## src/rtl/i2c_pkg.sv

```systemverilog
// Shared I2C controller constants: FIFO geometry defaults and the status
// register bit positions the core uses when folding in FIFO flags.
package i2c_pkg;

  localparam int I2C_DATA_WIDTH = 8;
  localparam int I2C_ADDR_WIDTH = 3;
  localparam int I2C_DEPTH      = 1 << I2C_ADDR_WIDTH;

  localparam int STATUS_TX_FULL_BIT  = 0;
  localparam int STATUS_TX_EMPTY_BIT = 1;
  localparam int STATUS_TX_OVF_BIT   = 2;
  localparam int STATUS_TX_UNF_BIT   = 3;

endpackage

```

## src/rtl/i2c_fifo_mem.sv

```systemverilog
// DEPTH x DATA_WIDTH register array: synchronous write, asynchronous read.
// Contents are deliberately not reset; the owning FIFO masks stale data.
module i2c_fifo_mem
  import i2c_pkg::*;
#(
  parameter int DATA_WIDTH = I2C_DATA_WIDTH,
  parameter int ADDR_WIDTH = I2C_ADDR_WIDTH
) (
  input  logic                  clk_i,
  input  logic                  we_i,
  input  logic [ADDR_WIDTH-1:0] waddr_i,
  input  logic [DATA_WIDTH-1:0] wdata_i,
  input  logic [ADDR_WIDTH-1:0] raddr_i,
  output logic [DATA_WIDTH-1:0] rdata_o
);

  logic [DATA_WIDTH-1:0] mem_q [0:(1 << ADDR_WIDTH)-1];

  always_ff @(posedge clk_i) begin
    if (we_i) begin
      mem_q[waddr_i] <= wdata_i;
    end
  end

  assign rdata_o = mem_q[raddr_i];

endmodule

```

## src/rtl/i2c_tx_fifo.sv

```systemverilog
// Transmit byte FIFO between the APB register block and the I2C byte engine.
// First-word-fall-through head, edge-detected writes, sticky error flags.
module i2c_tx_fifo
  import i2c_pkg::*;
#(
  parameter int DATA_WIDTH = I2C_DATA_WIDTH,
  parameter int ADDR_WIDTH = I2C_ADDR_WIDTH
) (
  input  logic                  pclk_i,
  input  logic                  preset_i,
  input  logic                  wr_en_i,
  input  logic [DATA_WIDTH-1:0] wr_data_i,
  input  logic                  rd_en_i,
  input  logic                  clr_err_i,
  output logic [DATA_WIDTH-1:0] rd_data_o,
  output logic                  empty_o,
  output logic                  full_o,
  output logic [ADDR_WIDTH:0]   count_o,
  output logic                  overflow_o,
  output logic                  underflow_o
);

  logic [ADDR_WIDTH:0]   wr_ptr_q, wr_ptr_d;
  logic [ADDR_WIDTH:0]   rd_ptr_q, rd_ptr_d;
  logic                  wr_en_dly_q, wr_en_dly_d;
  logic                  overflow_q, overflow_d;
  logic                  underflow_q, underflow_d;
  logic                  empty, full;
  logic                  wr_req, wr_ok, rd_ok;
  logic [DATA_WIDTH-1:0] mem_rdata;

  // The extra MSB on each pointer distinguishes full from empty.
  assign empty = (wr_ptr_q == rd_ptr_q);
  assign full  = (wr_ptr_q[ADDR_WIDTH-1:0] == rd_ptr_q[ADDR_WIDTH-1:0]) &&
                 (wr_ptr_q[ADDR_WIDTH] != rd_ptr_q[ADDR_WIDTH]);

  // wr_en_i may stay high for a whole APB access; only its rise is a write.
  assign wr_req = wr_en_i & ~wr_en_dly_q;
  assign rd_ok  = rd_en_i & ~empty;
  assign wr_ok  = wr_req & (~full | rd_ok);

  always_comb begin
    wr_ptr_d    = wr_ptr_q;
    rd_ptr_d    = rd_ptr_q;
    wr_en_dly_d = wr_en_i;
    overflow_d  = overflow_q & ~clr_err_i;
    underflow_d = underflow_q & ~clr_err_i;
    if (wr_ok) begin
      wr_ptr_d = wr_ptr_q + 1'b1;
    end
    if (rd_ok) begin
      rd_ptr_d = rd_ptr_q + 1'b1;
    end
    if (wr_req & full & ~rd_ok) begin
      overflow_d = 1'b1;
    end
    if (rd_en_i & empty) begin
      underflow_d = 1'b1;
    end
  end

  always_ff @(posedge pclk_i or posedge preset_i) begin
    if (preset_i) begin
      wr_ptr_q    <= '0;
      rd_ptr_q    <= '0;
      wr_en_dly_q <= 1'b0;
      overflow_q  <= 1'b0;
      underflow_q <= 1'b0;
    end else begin
      wr_ptr_q    <= wr_ptr_d;
      rd_ptr_q    <= rd_ptr_d;
      wr_en_dly_q <= wr_en_dly_d;
      overflow_q  <= overflow_d;
      underflow_q <= underflow_d;
    end
  end

  i2c_fifo_mem #(
    .DATA_WIDTH (DATA_WIDTH),
    .ADDR_WIDTH (ADDR_WIDTH)
  ) u_mem (
    .clk_i   (pclk_i),
    .we_i    (wr_ok),
    .waddr_i (wr_ptr_q[ADDR_WIDTH-1:0]),
    .wdata_i (wr_data_i),
    .raddr_i (rd_ptr_q[ADDR_WIDTH-1:0]),
    .rdata_o (mem_rdata)
  );

  assign rd_data_o   = empty ? '0 : mem_rdata;
  assign empty_o     = empty;
  assign full_o      = full;
  assign count_o     = wr_ptr_q - rd_ptr_q;
  assign overflow_o  = overflow_q;
  assign underflow_o = underflow_q;

endmodule

```

## config.mk

```make
export PLATFORM = sky130hd
export DESIGN_NAME = i2c_tx_fifo
export DESIGN_NICKNAME = d
export VERILOG_FILES = /design/src/rtl/i2c_pkg.sv /design/src/rtl/i2c_fifo_mem.sv /design/src/rtl/i2c_tx_fifo.sv
export SDC_FILE = /design/constraint.sdc
export NUM_CORES = 1
export LEC_CHECK = 0
export CAP_MARGIN = 25
export CORE_ASPECT_RATIO = 0.5
export CORE_MARGIN = 2
export CORE_UTILIZATION = 50
export CTS_BUF_LIST = sky130_fd_sc_hd__clkbuf_4 sky130_fd_sc_hd__clkbuf_8
export DETAILED_ROUTE_END_ITERATION = 8
export PLACE_DENSITY = 0.79
export SLEW_MARGIN = 20
export SYNTH_ARGS = -nofsm -noshare
export SYNTH_HDL_FRONTEND = slang
export SYNTH_HIERARCHICAL = 1
export SYNTH_SLANG_ARGS = --single-unit
```

## constraint.sdc

```tcl
create_clock -name pclk_i -period 4.05 [get_ports pclk_i]
set_input_delay 0.81 -clock pclk_i [delete_from_list [all_inputs] [get_ports pclk_i]]
set_output_delay 0.81 -clock pclk_i [all_outputs]
set_load 0.005 [all_outputs]
```

======== Word level (Yosys, flattened, before mapping) ========
Memories as Yosys holds them, arrays and structs flattened.
Index checks and enable logic that the tools add are counted.
storage, ports and cells
  logic and storage cells ................. 32
  RAM bits ................................ 64
  output and inout port bits .............. 16
  register bits after elaboration ......... 11
  input bits .............................. 13
  memories kept ........................... 1
cells by class
  equality and inequality tests ........... 3
  bitwise logic cells ..................... 14
  multiplexer cells ....................... 5
  reductions and logical operators ........ 1
  $add $sub $neg .......................... 3
memories
  memory       depth  bits a word  rd ports  clocked after memory_dff  wr ports  RTL line            RTL
  u_mem.mem_q  8      8            1         0                         1         i2c_fifo_mem.sv:17  logic [DATA_WIDTH-1:0] mem_q [0:(1 << ADDR_WIDTH)-1];
operators with widths
  cell                                                           count
  4-bit by 1-bit adder with 4-bit output, second input constant  2
  1-bit bitwise AND                                              8
  8-bit 2-to-1 mux                                               1
  1-bit NOT                                                      5
  4-bit equality test                                            1
  1-bit 2-to-1 mux                                               4
  4-bit subtractor                                               1
  3-bit equality test                                            1
  1-bit logical AND                                              1
  1-bit != test                                                  1
  1-bit bitwise OR                                               1

======== Depth between registers and ports, before layout ========
Gate-level depths: netlist of the first run.
  depth after elaboration ................. 7
  gate-level depth with buffers ........... 6
  gate-level depth less buffers ........... 6

======== Modules after synthesis ========
The synthesis of the first run kept the hierarchy.
by module, submodules not included
  module        cells an instance  times used  area an instance (um^2)
  i2c_fifo_mem  106                1           2531.2
  i2c_tx_fifo   68                 1           683.2

======== Worst setup path before layout of the first run ========
OpenSTA, ideal clock, no wires.
  path kind ............................... flip-flop to output port
  start ................................... reg rd_ptr_q[0]
  end ..................................... out rd_data_o[1]
  arrival ................................. 1602 ps
  stages on the path, launching flop included .. 6
  path buffers ............................ 2
  path slack .............................. 1638 ps
  cells stage by stage .................... dfrtp_1 buf_6 buf_12 mux4_1 mux2_2 nor2b_1
between the ends
  word-level cells in the longest chain between the ends .. 2
ends and longest elaborated chain
  element                   RTL line           RTL
  start: declaration        i2c_tx_fifo.sv:24  logic [ADDR_WIDTH:0] rd_ptr_q, rd_ptr_d;
  start signal: assignment  i2c_tx_fifo.sv:71  rd_ptr_q <= rd_ptr_d;
  memory 8 x 8 bit          n/a
  via mem_rdata[1]          i2c_tx_fifo.sv:30  logic [DATA_WIDTH-1:0] mem_rdata;
  8-bit 2-to-1 mux          i2c_tx_fifo.sv:90  assign rd_data_o = empty ? '0 : mem_rdata;
  end: declaration          i2c_tx_fifo.sv:15  output logic [DATA_WIDTH-1:0] rd_data_o,
The timed path passes the listed nets, and every way through them passes these cells.

======== Final worst setup path of the first run ========
  start ................................... reg rd_ptr_q[0]
  end ..................................... out rd_data_o[2]
The elaborated chain is that of the path after synthesis.

==> results.py, run 1 <==
metrics = {
    "floorplanning": {
        "die_area_um2": 7120,
        "num_io_pins": 29,
        "die-height_um": 60.7,
        "rows": 20,
        "core_area_um2": 6130,
        "die_w_um": 117,
        "start_util_pct": 52.4,
    },
    "setup_path": {
        "cp_max_fo": 19,
        "worstPathBufferInverterCount": 2,
        "startpoint_type": "flop",
        "cpMaxStageDelayCell": "mux4_1",
        "cp-end-kind": "output port",
        "crit_path_cell_trace": "buf_4 -> mux4_1 -> mux2_2 -> nor2b_1 -> clkdlybuf4s50_1",
        "cp_top_family": "multiplexers",
        "cp_data_required_time_ps": 3240,
        "critPathKind": "flop to output port",
        "crit_arrival_ps": 2580,
        "cpPeakStageDelay_ps": 650,
    },
    "logic_synthesis": {
        "synth_area_um2": 3210,
        "synth_cell_types": 32,
        "synth.area.top_cells": "edfxtp_1 60%, mux4_1 12%, dfrtp_1 8.6%, mux2_2 2.8%, xnor2_1 2.2%",
        "yosys_warnings": 6,
        "synth_edf_count": 64,
        "synth_flop_cell": "edfxtp_1",
        "syn_avg_cell_area_um2": 18.5,
        "yosysTopAreaCellShare_pct": 59.8,
        "synth-seq-cells": 75,
        "yosysTopAreaCell": "edfxtp_1",
        "synth-async-reset-ratio_pct": 14.7,
        "ys_seq_area_share_pct": 68.4,
        "synth_commonest_cells": "64 x edfxtp_1, 15 x mux4_1, 12 x inv_1, 11 x dfrtp_1, 9 x nor2_1",
        "synth_cells": 174,
        "syn_nets": 193,
        "yosysMostFrequentCell": "edfxtp_1",
    },
    "sta": {
        "worstMarginPinSlew_ps": 581,
        "max-slew-margin-rel_pct": 61.2,
        "max_freq_mhz": 295,
        "setup_tns_ps": 0,
        "setup_viol": 0,
        "rsz0062_at_grt": "false",
        "slew_violations": 0,
        "fin_crit_ps": 3390,
        "finalCritPeriodShare_pct": 83.6,
        "hold_violations": 0,
        "final.setup_skew_ps": 6.79,
    },
    "grt": {
        "grt_pass1_wl_mm": 8.79,
        "grt_overflow": 0,
        "grt_max_degree": 20,
        "antenna_found_initial": 0,
        "grt_util_all_layers_pct": 17.7,
        "grt_pass1_vias": 1672,
    },
    "drt": {
        "vias_per_cell": 5.35,
        "wl_per_cell_um": 18.5,
        "vias": 1676,
        "drc": 0,
        "wirelength_mm": 5.80,
        "firstDrtPassIters": 4,
        "drtIter0Drc": 95,
        "ant_nets": 0,
    },
    "cts": {
        "cts_buffers": 9,
        "cts_hold_buf": 0,
        "cts.sinks": 75,
        "post_cts_buffers": 0,
        "htree_levels": 3,
        "clk_path_buf_depth": 2,
        "ctsResizeCount": 0,
        "cts_tree": "built",
        "clockRootBuffer": "clkbuf_8",
        "clk-insertion-delay-late_ps": 340,
        "clkTransAtPathRegs_ps": 70,
    },
    "placement": {
        "io_buffers": 28,
        "place_congestion": 0.810,
        "dp_hpwl_mm": 3.61,
    },
    "pwr": {
        "power_leakage_uw": 0.00140,
        "peakVddDrop_mv": 0.689,
        "power_density_nw_per_um2": 725,
    },
    "run": {
        "maxCapViolCount": 0,
    },
    "layout": {
        "drive_above_1_share_pct": 18.2,
        "syn2layout_area_growth_pct": 20.4,
        "fin_util_pct": 63.1,
        "n_antenna_cell": 0,
        "nets": 239,
    },
    "min_path": {
        "hp-class": "flop to flop",
    },
    "outcome": {
        "status": "finished clean",
    },
}
final timing paths:
check                                         from                     endpoint  slack [ps]  cells after the start
hold / removal                overflow_o$_DFF_PP0_         overflow_o$_DFF_PP0_         540                      2
min in group asynchronous                 preset_i      rd_ptr_q[3]$_DFFE_PP0P_         760                      2
setup / recovery           rd_ptr_q[0]$_DFFE_PP0P_                 rd_data_o[2]         660                      5
setup reg to reg           wr_ptr_q[0]$_DFFE_PP0P_  u_mem/mem_q[1][4]$_DFFE_PP_        1590                      7
max in group asynchronous                 preset_i      wr_ptr_q[2]$_DFFE_PP0P_        2990                      2
hold reg to reg               overflow_o$_DFF_PP0_         overflow_o$_DFF_PP0_         540                      2
cells in the final DEF (no fill, tap or decap), types with 2 or more instances in the layout:
cell type        instances
o21ai_0                  2
mux4_1                  15
inv_1                   12
edfxtp_1                64
dfrtp_1                 11
nand2_1                  6
nor2b_1                  8
ha_1                     5
buf_4                   12
nand3_1                  2
bufinv_16                2
nor3_1                   2
xnor2_1                  8
clkbuf_8                 9
nor2_1                   9
mux2_2                   8
clkdlybuf4s50_1         28
nand2b_1                 4
cell type report:
class                           count  area, um^2
Sequential cell                    75        2200
Clock buffer                       10         131
Fill cell                         426        2260
Inverter                           12        45.0
Timing Repair Buffer               40         370
Clock inverter                      6        88.8
Multi-Input combinational cell     82         928
Tap cell                           88         110
metrics by stage:
stage / instance area (um^2) / instances / worst slack (ps) / total power [uW] / hold WS [ps]
2_1_floorplan: 3210 / 174 / 1640 / 1710 / 502
3_3_place_gp: 3650 / 297 / 1110 / 2170 / 519
3_5_place_dp: 3650 / 297 / 1060 / 2200 / 525
4_1_cts: 3870 / 313 / 622 / 2830 / 540
5_1_grt: 3870 / 313 / 548 / 2970 / 556
6_report: 3870 / 313 / 663 / 2810 / 544
metal layers:
layer	track usage (%)	up-vias	wire length, um
li1	-	768	-
met1	21.1	838	2500
met2	31.5	59	2840
met3	5.26	11	343
met4	7.92	0	112
met5	0	-	0
sequential cells by signal (all words and copies together), names as in the netlist:
signal       cells
u_mem/mem_q     64
wr_en_dly_q      1
rd_ptr_q         4
underflow_o      1
wr_ptr_q         4
overflow_o       1
power by group:
| group | total, uW | internal [uW] | switching (uW) |
|---|---|---|---|
| Combinational | 1180 | 685 | 496 |
| Sequential | 1010 | 940 | 70.5 |
| Clock | 615 | 355 | 261 |
cell families after synthesis:
logic type	Yosys count	synth area share [%]
compound gates	7	1.83
xor+xnor	10	2.96
fa+ha+maj	6	2.57
buf+inv	17	2.76
flops	75	68.4
mux	25	16.2
simple gates	34	5.29
worst min-delay path: stages (launching register included):
cell	delay, ps
dfrtp_1	390
inv_1	60
o22ai_1	60
No activity file was read; power rests on OpenSTA's default activity.
==> inputs of run 2 (changes only) <==
Settings changed: PLACE_DENSITY 0.79 to 0.82.
Clock period 4.05 ns to 2.9 ns, I/O delays scaled along.
==> run 2 against run 1 <==
Combinational power rose by 49%. Via count is 0.84% higher. Sequential cell count did not move. Critical path type unchanged. Largest power group unchanged.
==> results.py, run 2 (synthesized netlist as in run 1, its figures left out) <==
metrics = {
    "outcome": {
        "status": "finished clean",
    },
    "layout": {
        "syn2layout_area_growth_pct": 21.6,
        "largest_register_ffs": 64,
        "layout_common_cells": "64 x edfxtp_1, 22 x clkdlybuf4s50_1, 20 x buf_4",
        "n_antenna_cell": 0,
        "fin_cells": 322,
        "drive_above_1_share_pct": 25.2,
        "regMostFlops": "u_mem/mem_q",
        "nets": 248,
        "layout_commonest_cell": "edfxtp_1",
        "top_regs": "u_mem/mem_q x64, rd_ptr_q x4, wr_ptr_q x4",
        "n_fill_cell": 424,
    },
    "pwr": {
        "p_clk_share_pct": 19.1,
        "power_leakage_uw": 0.00143,
        "peakVddDrop_mv": 0.849,
        "p_int_uw": 2740,
        "sw_frac_of_total_pct": 30.4,
        "power_density_nw_per_um2": 1010,
        "p_switching_uw": 1200,
        "pwr-share-comb_pct": 44.9,
        "seq_power_share_pct": 36.0,
    },
    "setup_path": {
        "critPathKind": "flop to output port",
        "cp_data_required_time_ps": 2320,
        "crit_path_cell_trace": "buf_12 -> mux4_2 -> mux2_2 -> nor2b_1 -> clkdlybuf4s50_1",
        "crit_arrival_ps": 2240,
        "cp-end-kind": "output port",
        "cp_max_fo": 16,
        "startpoint_type": "flop",
        "cpMaxStageDelayCell": "mux4_2",
        "cpPeakStageDelay_ps": 510,
    },
    "grt": {
        "grt_pass1_vias": 1664,
        "grt_util_all_layers_pct": 17.1,
        "grt_overflow": 0,
        "grt_max_degree": 18,
        "grt_pass1_wl_mm": 8.69,
        "antenna_found_initial": 0,
    },
    "sta": {
        "max-slew-margin-rel_pct": 72.0,
        "fin_crit_ps": 2820,
        "setup_viol": 0,
        "final.setup_skew_ps": 4.78,
        "slew_violations": 0,
        "rsz0062_at_grt": "true",
        "max_freq_mhz": 354,
        "worstMarginPinSlew_ps": 419,
        "fin_ws_ps": 78.4,
        "hold_violations": 0,
        "finalCritPeriodShare_pct": 97.3,
    },
    "cts": {
        "cts.sinks": 75,
        "cts_buffers": 9,
        "clk-insertion-delay-late_ps": 330,
        "cts_tree": "built",
        "cts_hold_buf": 0,
        "clk_path_buf_depth": 2,
        "clkTransAtPathRegs_ps": 70,
        "htree_levels": 3,
        "clockRootBuffer": "clkbuf_8",
    },
    "floorplanning": {
        "rows": 20,
        "start_util_pct": 52.4,
        "die_area_um2": 7120,
        "die-height_um": 60.7,
        "die_w_um": 117,
        "core_area_um2": 6130,
        "num_io_pins": 29,
    },
    "drt": {
        "drtIter0Drc": 155,
        "firstDrtPassIters": 4,
        "wirelength_mm": 5.72,
        "drc": 0,
        "vias_per_cell": 5.25,
        "ant_nets": 0,
        "vias": 1690,
        "wl_per_cell_um": 17.8,
    },
    "placement": {
        "io_buffers": 28,
        "dp_hpwl_mm": 3.63,
        "dp_worst_setup_slack_ps": 227,
        "dp_cells": 298,
        "place_congestion": 0.779,
    },
    "min_path": {
        "hp-class": "input pin to async pin",
    },
    "run": {
        "maxCapViolCount": 0,
    },
}
==> run 2: cell type report <==
type | instances | area, um^2 | area share (%)
Tap cell | 88 | 110 | 2.82
Timing Repair Buffer | 49 | 455 | 11.6
Multi-Input combinational cell | 82 | 907 | 23.2
Inverter | 12 | 45.0 | 1.15
Clock buffer | 9 | 124 | 3.17
Clock inverter | 7 | 68.8 | 1.76
Sequential cell | 75 | 2200 | 56.3
==> run 2: critical path: cells and delay by family, from the launching register on <==
family	cells	cell delay, ps
buffers and inverters	2	620
multiplexers	2	780
flip-flops	1	390
AND/OR/NAND/NOR	1	130
==> run 2: path summary, 6_finish.rpt <==
| kind | from | endpoint | slack (ps) | depth (start not counted) |
|---|---|---|---|---|
| worst max-delay path | rd_ptr_q[0]$_DFFE_PP0P_ | rd_data_o[4] | 80 | 5 |
| worst min-delay path | preset_i | wr_ptr_q[3]$_DFFE_PP0P_ | 540 | 2 |
| worst max register to register | rd_ptr_q[0]$_DFFE_PP0P_ | u_mem/mem_q[4][1]$_DFFE_PP_ | 650 | 7 |
| worst min register to register | underflow_o$_DFF_PP0_ | underflow_o$_DFF_PP0_ | 550 | 2 |
| max in group asynchronous | preset_i | rd_ptr_q[0]$_DFFE_PP0P_ | 2050 | 2 |
| min in group pclk_i | underflow_o$_DFF_PP0_ | underflow_o$_DFF_PP0_ | 550 | 2 |
==> run 2: power groups by stage <==
stage               logic (uW)  clock network, uW  registers (uW)
floorplan                  970                  0            1420
global placement          1640                  0            1430
detailed placement        1690                  0            1440
CTS                       1700                768            1410
global route              1930                805            1430
finish                    1760                753            1420
==> run 2: layer usage <==
layer	vias up	wire length [um]	GRT usage [%]	share of wire, %
li1	773	-	-	-
met1	863	2550	22.0	45
met2	47	2810	29.2	49
met3	7	302	4.79	5.3
met4	0	61	5.68	1.1
met5	-	0	0	0
==> run 2: metrics by stage <==
stage                     hold slack [ps]  cell area (um^2)  util, %  setup TNS (ps)  power (uW)
after detailed placement              538              3670     59.9               0        3130
final                                 537              3910     63.8               0        3930
after floorplan                       432              3210        -               0        2390
after global placement                524              3670     59.9               0        3070
after global routing                  567              3910     63.8           -20.5        4170
after CTS                             550              3860     62.9           -26.6        3880
==> run 2: repair_timing <==
| action | in CTS | in global routing |
|---|---|---|
| endpoints found under the setup margin | 8 | 6 |
| buffers inserted | 1 | 7 |
| resized for setup | 8 | 9 |
| pin swaps | 0 | 0 |
==> inputs of run 3 (changes only) <==
Settings changed: CORE_ASPECT_RATIO 0.5 to 1.4, CORE_UTILIZATION 50 to 53, PLACE_DENSITY 0.82 to 0.85.
==> run 3 against run 2 <==
Clock power increased by 1%. Utilization increased by 3.6 points. Sequential power about the same. Final area grew 1.1%. Clock skew increased by 3.8 ps. Power is 2.2% higher. Combinational power is 4% higher. Register-to-register slack got worse by 150 ps. Worst hold slack worse by 6.3 ps. Via count is 0.47% higher. Highest routed layer unchanged. Sequential cell count is the same.
==> results.py, run 3 (synthesized netlist as in run 1, its figures left out) <==
metrics = {
    "outcome": {
        "status": "finished clean",
    },
    "layout": {
        "top_regs": "u_mem/mem_q x64, rd_ptr_q x4, wr_ptr_q x4",
        "layout_common_cells": "64 x edfxtp_1, 22 x clkdlybuf4s50_1, 20 x buf_4",
        "n_antenna_cell": 0,
        "syn2layout_area_growth_pct": 23.0,
        "drive_above_1_share_pct": 27.5,
        "layout_commonest_cell": "edfxtp_1",
        "largest_register_ffs": 64,
        "regMostFlops": "u_mem/mem_q",
        "nets": 251,
    },
    "sta": {
        "worstMarginPinSlew_ps": 437,
        "fin_crit_ps": 2860,
        "hold_violations": 0,
        "max-slew-margin-rel_pct": 70.8,
        "holdWs_ps": 530,
        "setup_viol": 0,
        "max_freq_mhz": 350,
        "final.setup_skew_ps": 8.63,
        "setup_tns_ps": 0,
        "slew_violations": 0,
        "finalCritPeriodShare_pct": 98.6,
    },
    "grt": {
        "grt_util_all_layers_pct": 18.3,
        "grt_pass1_vias": 1666,
        "grt_max_degree": 18,
        "antenna_found_initial": 0,
        "grt_overflow": 0,
        "grt_pass1_wl_mm": 8.75,
    },
    "placement": {
        "dp_hpwl_mm": 3.75,
        "place_congestion": 0.763,
        "io_buffers": 28,
    },
    "floorplanning": {
        "die_area_um2": 6710,
        "start_util_pct": 54.8,
        "die_w_um": 69.8,
        "rows": 33,
        "die-height_um": 96.1,
        "core_area_um2": 5860,
        "num_io_pins": 29,
    },
    "pwr": {
        "sw_frac_of_total_pct": 30.1,
        "p_int_uw": 2810,
        "peakVddDrop_mv": 1.02,
        "power_density_nw_per_um2": 1020,
        "p_clk_share_pct": 18.9,
        "seq_power_share_pct": 35.6,
        "pwr-share-comb_pct": 45.5,
        "power_leakage_uw": 0.00147,
        "p_switching_uw": 1210,
    },
    "setup_path": {
        "cpPeakStageDelay_ps": 500,
        "crit_path_cell_trace": "buf_6 -> mux4_2 -> mux2_2 -> nor2b_1 -> clkdlybuf4s50_1",
        "cp_max_fo": 6,
        "crit_arrival_ps": 2280,
        "cp_data_required_time_ps": 2320,
        "startpoint_type": "flop",
        "cpMaxStageDelayCell": "mux4_2",
        "critPathKind": "flop to output port",
        "cp-end-kind": "output port",
    },
    "cts": {
        "clk_path_buf_depth": 2,
        "cts_tree": "built",
        "clkTransAtPathRegs_ps": 70,
        "cts.sinks": 75,
        "htree_levels": 3,
        "cts_hold_buf": 0,
        "cts_buffers": 9,
        "clockRootBuffer": "clkbuf_8",
        "clk-insertion-delay-late_ps": 350,
    },
    "drt": {
        "drc": 0,
        "ant_nets": 0,
        "vias_per_cell": 5.55,
        "drtIter0Drc": 76,
        "firstDrtPassIters": 4,
        "vias": 1698,
        "wl_per_cell_um": 19.0,
        "wirelength_mm": 5.82,
    },
    "run": {
        "maxCapViolCount": 0,
    },
    "min_path": {
        "hp-class": "input pin to async pin",
    },
}
## run 3: worst paths after layout
path,start,to,slack (ps),cells after the start
max,rd_ptr_q[0]$_DFFE_PP0P_,rd_data_o[5],40,5
min,preset_i,rd_ptr_q[2]$_DFFE_PP0P_,530,2
max reg2reg,rd_ptr_q[0]$_DFFE_PP0P_,u_mem/mem_q[1][2]$_DFFE_PP_,500,7
min reg2reg,overflow_o$_DFF_PP0_,overflow_o$_DFF_PP0_,540,2
max in group asynchronous,preset_i,wr_ptr_q[0]$_DFFE_PP0P_,2040,2
min in group pclk_i,overflow_o$_DFF_PP0_,overflow_o$_DFF_PP0_,540,2
## run 3: what timing repair did
action | in CTS | in global routing
gates cloned | 0 | 1
resized for setup | 10 | 13
endpoints found under the setup margin | 8 | 8
setup buffers | 1 | 7
hold endpoints to repair | 0 | 0
## run 3: power by group through the flow
stage | sequential [uW] | combinational, uW | clock (uW)
2_1_floorplan | 1420 | 970 | 0
3_3_place_gp | 1420 | 1630 | 0
3_5_place_dp | 1430 | 1670 | 0
4_1_cts | 1410 | 1710 | 770
5_1_grt | 1440 | 1980 | 816
6_report | 1430 | 1830 | 761
## run 3: cell type report
type | instances | area, um^2
Clock buffer | 9 | 124
Clock inverter | 6 | 67.6
Fill cell | 391 | 1910
Inverter | 12 | 45.0
Multi-Input combinational cell | 82 | 911
Sequential cell | 75 | 2200
Tap cell | 70 | 87.6
Timing Repair Buffer | 52 | 518
## run 3: routing by layer
layer / vias to the layer above / track usage [%] / routed length [um]
met3: 10 / 2.83 / 288
met5: - / 0 / 0
li1: 773 / - / -
met1: 851 / 21.5 / 2210
met4: 0 / 9.29 / 114
met2: 64 / 32.9 / 3210
## run 3: critical path, delay by kind of cell, from the launching register on
family	cells	cell delay, ps
muxes	2	760
buffers and inverters	2	600
DFF	1	440
and+or+nand+nor	1	130
## run 3: per-stage QoR
step	std cells	total power, uW	setup WS (ps)	area (um^2)	util [%]
after floorplan	174	2390	525	3210	-
final	306	4020	41.0	3950	67.4
after CTS	299	3890	-4.40	3850	65.7
after detailed placement	283	3100	310	3660	62.4
after global placement	283	3050	353	3660	62.4
after global routing	306	4240	-12.5	3950	67.4
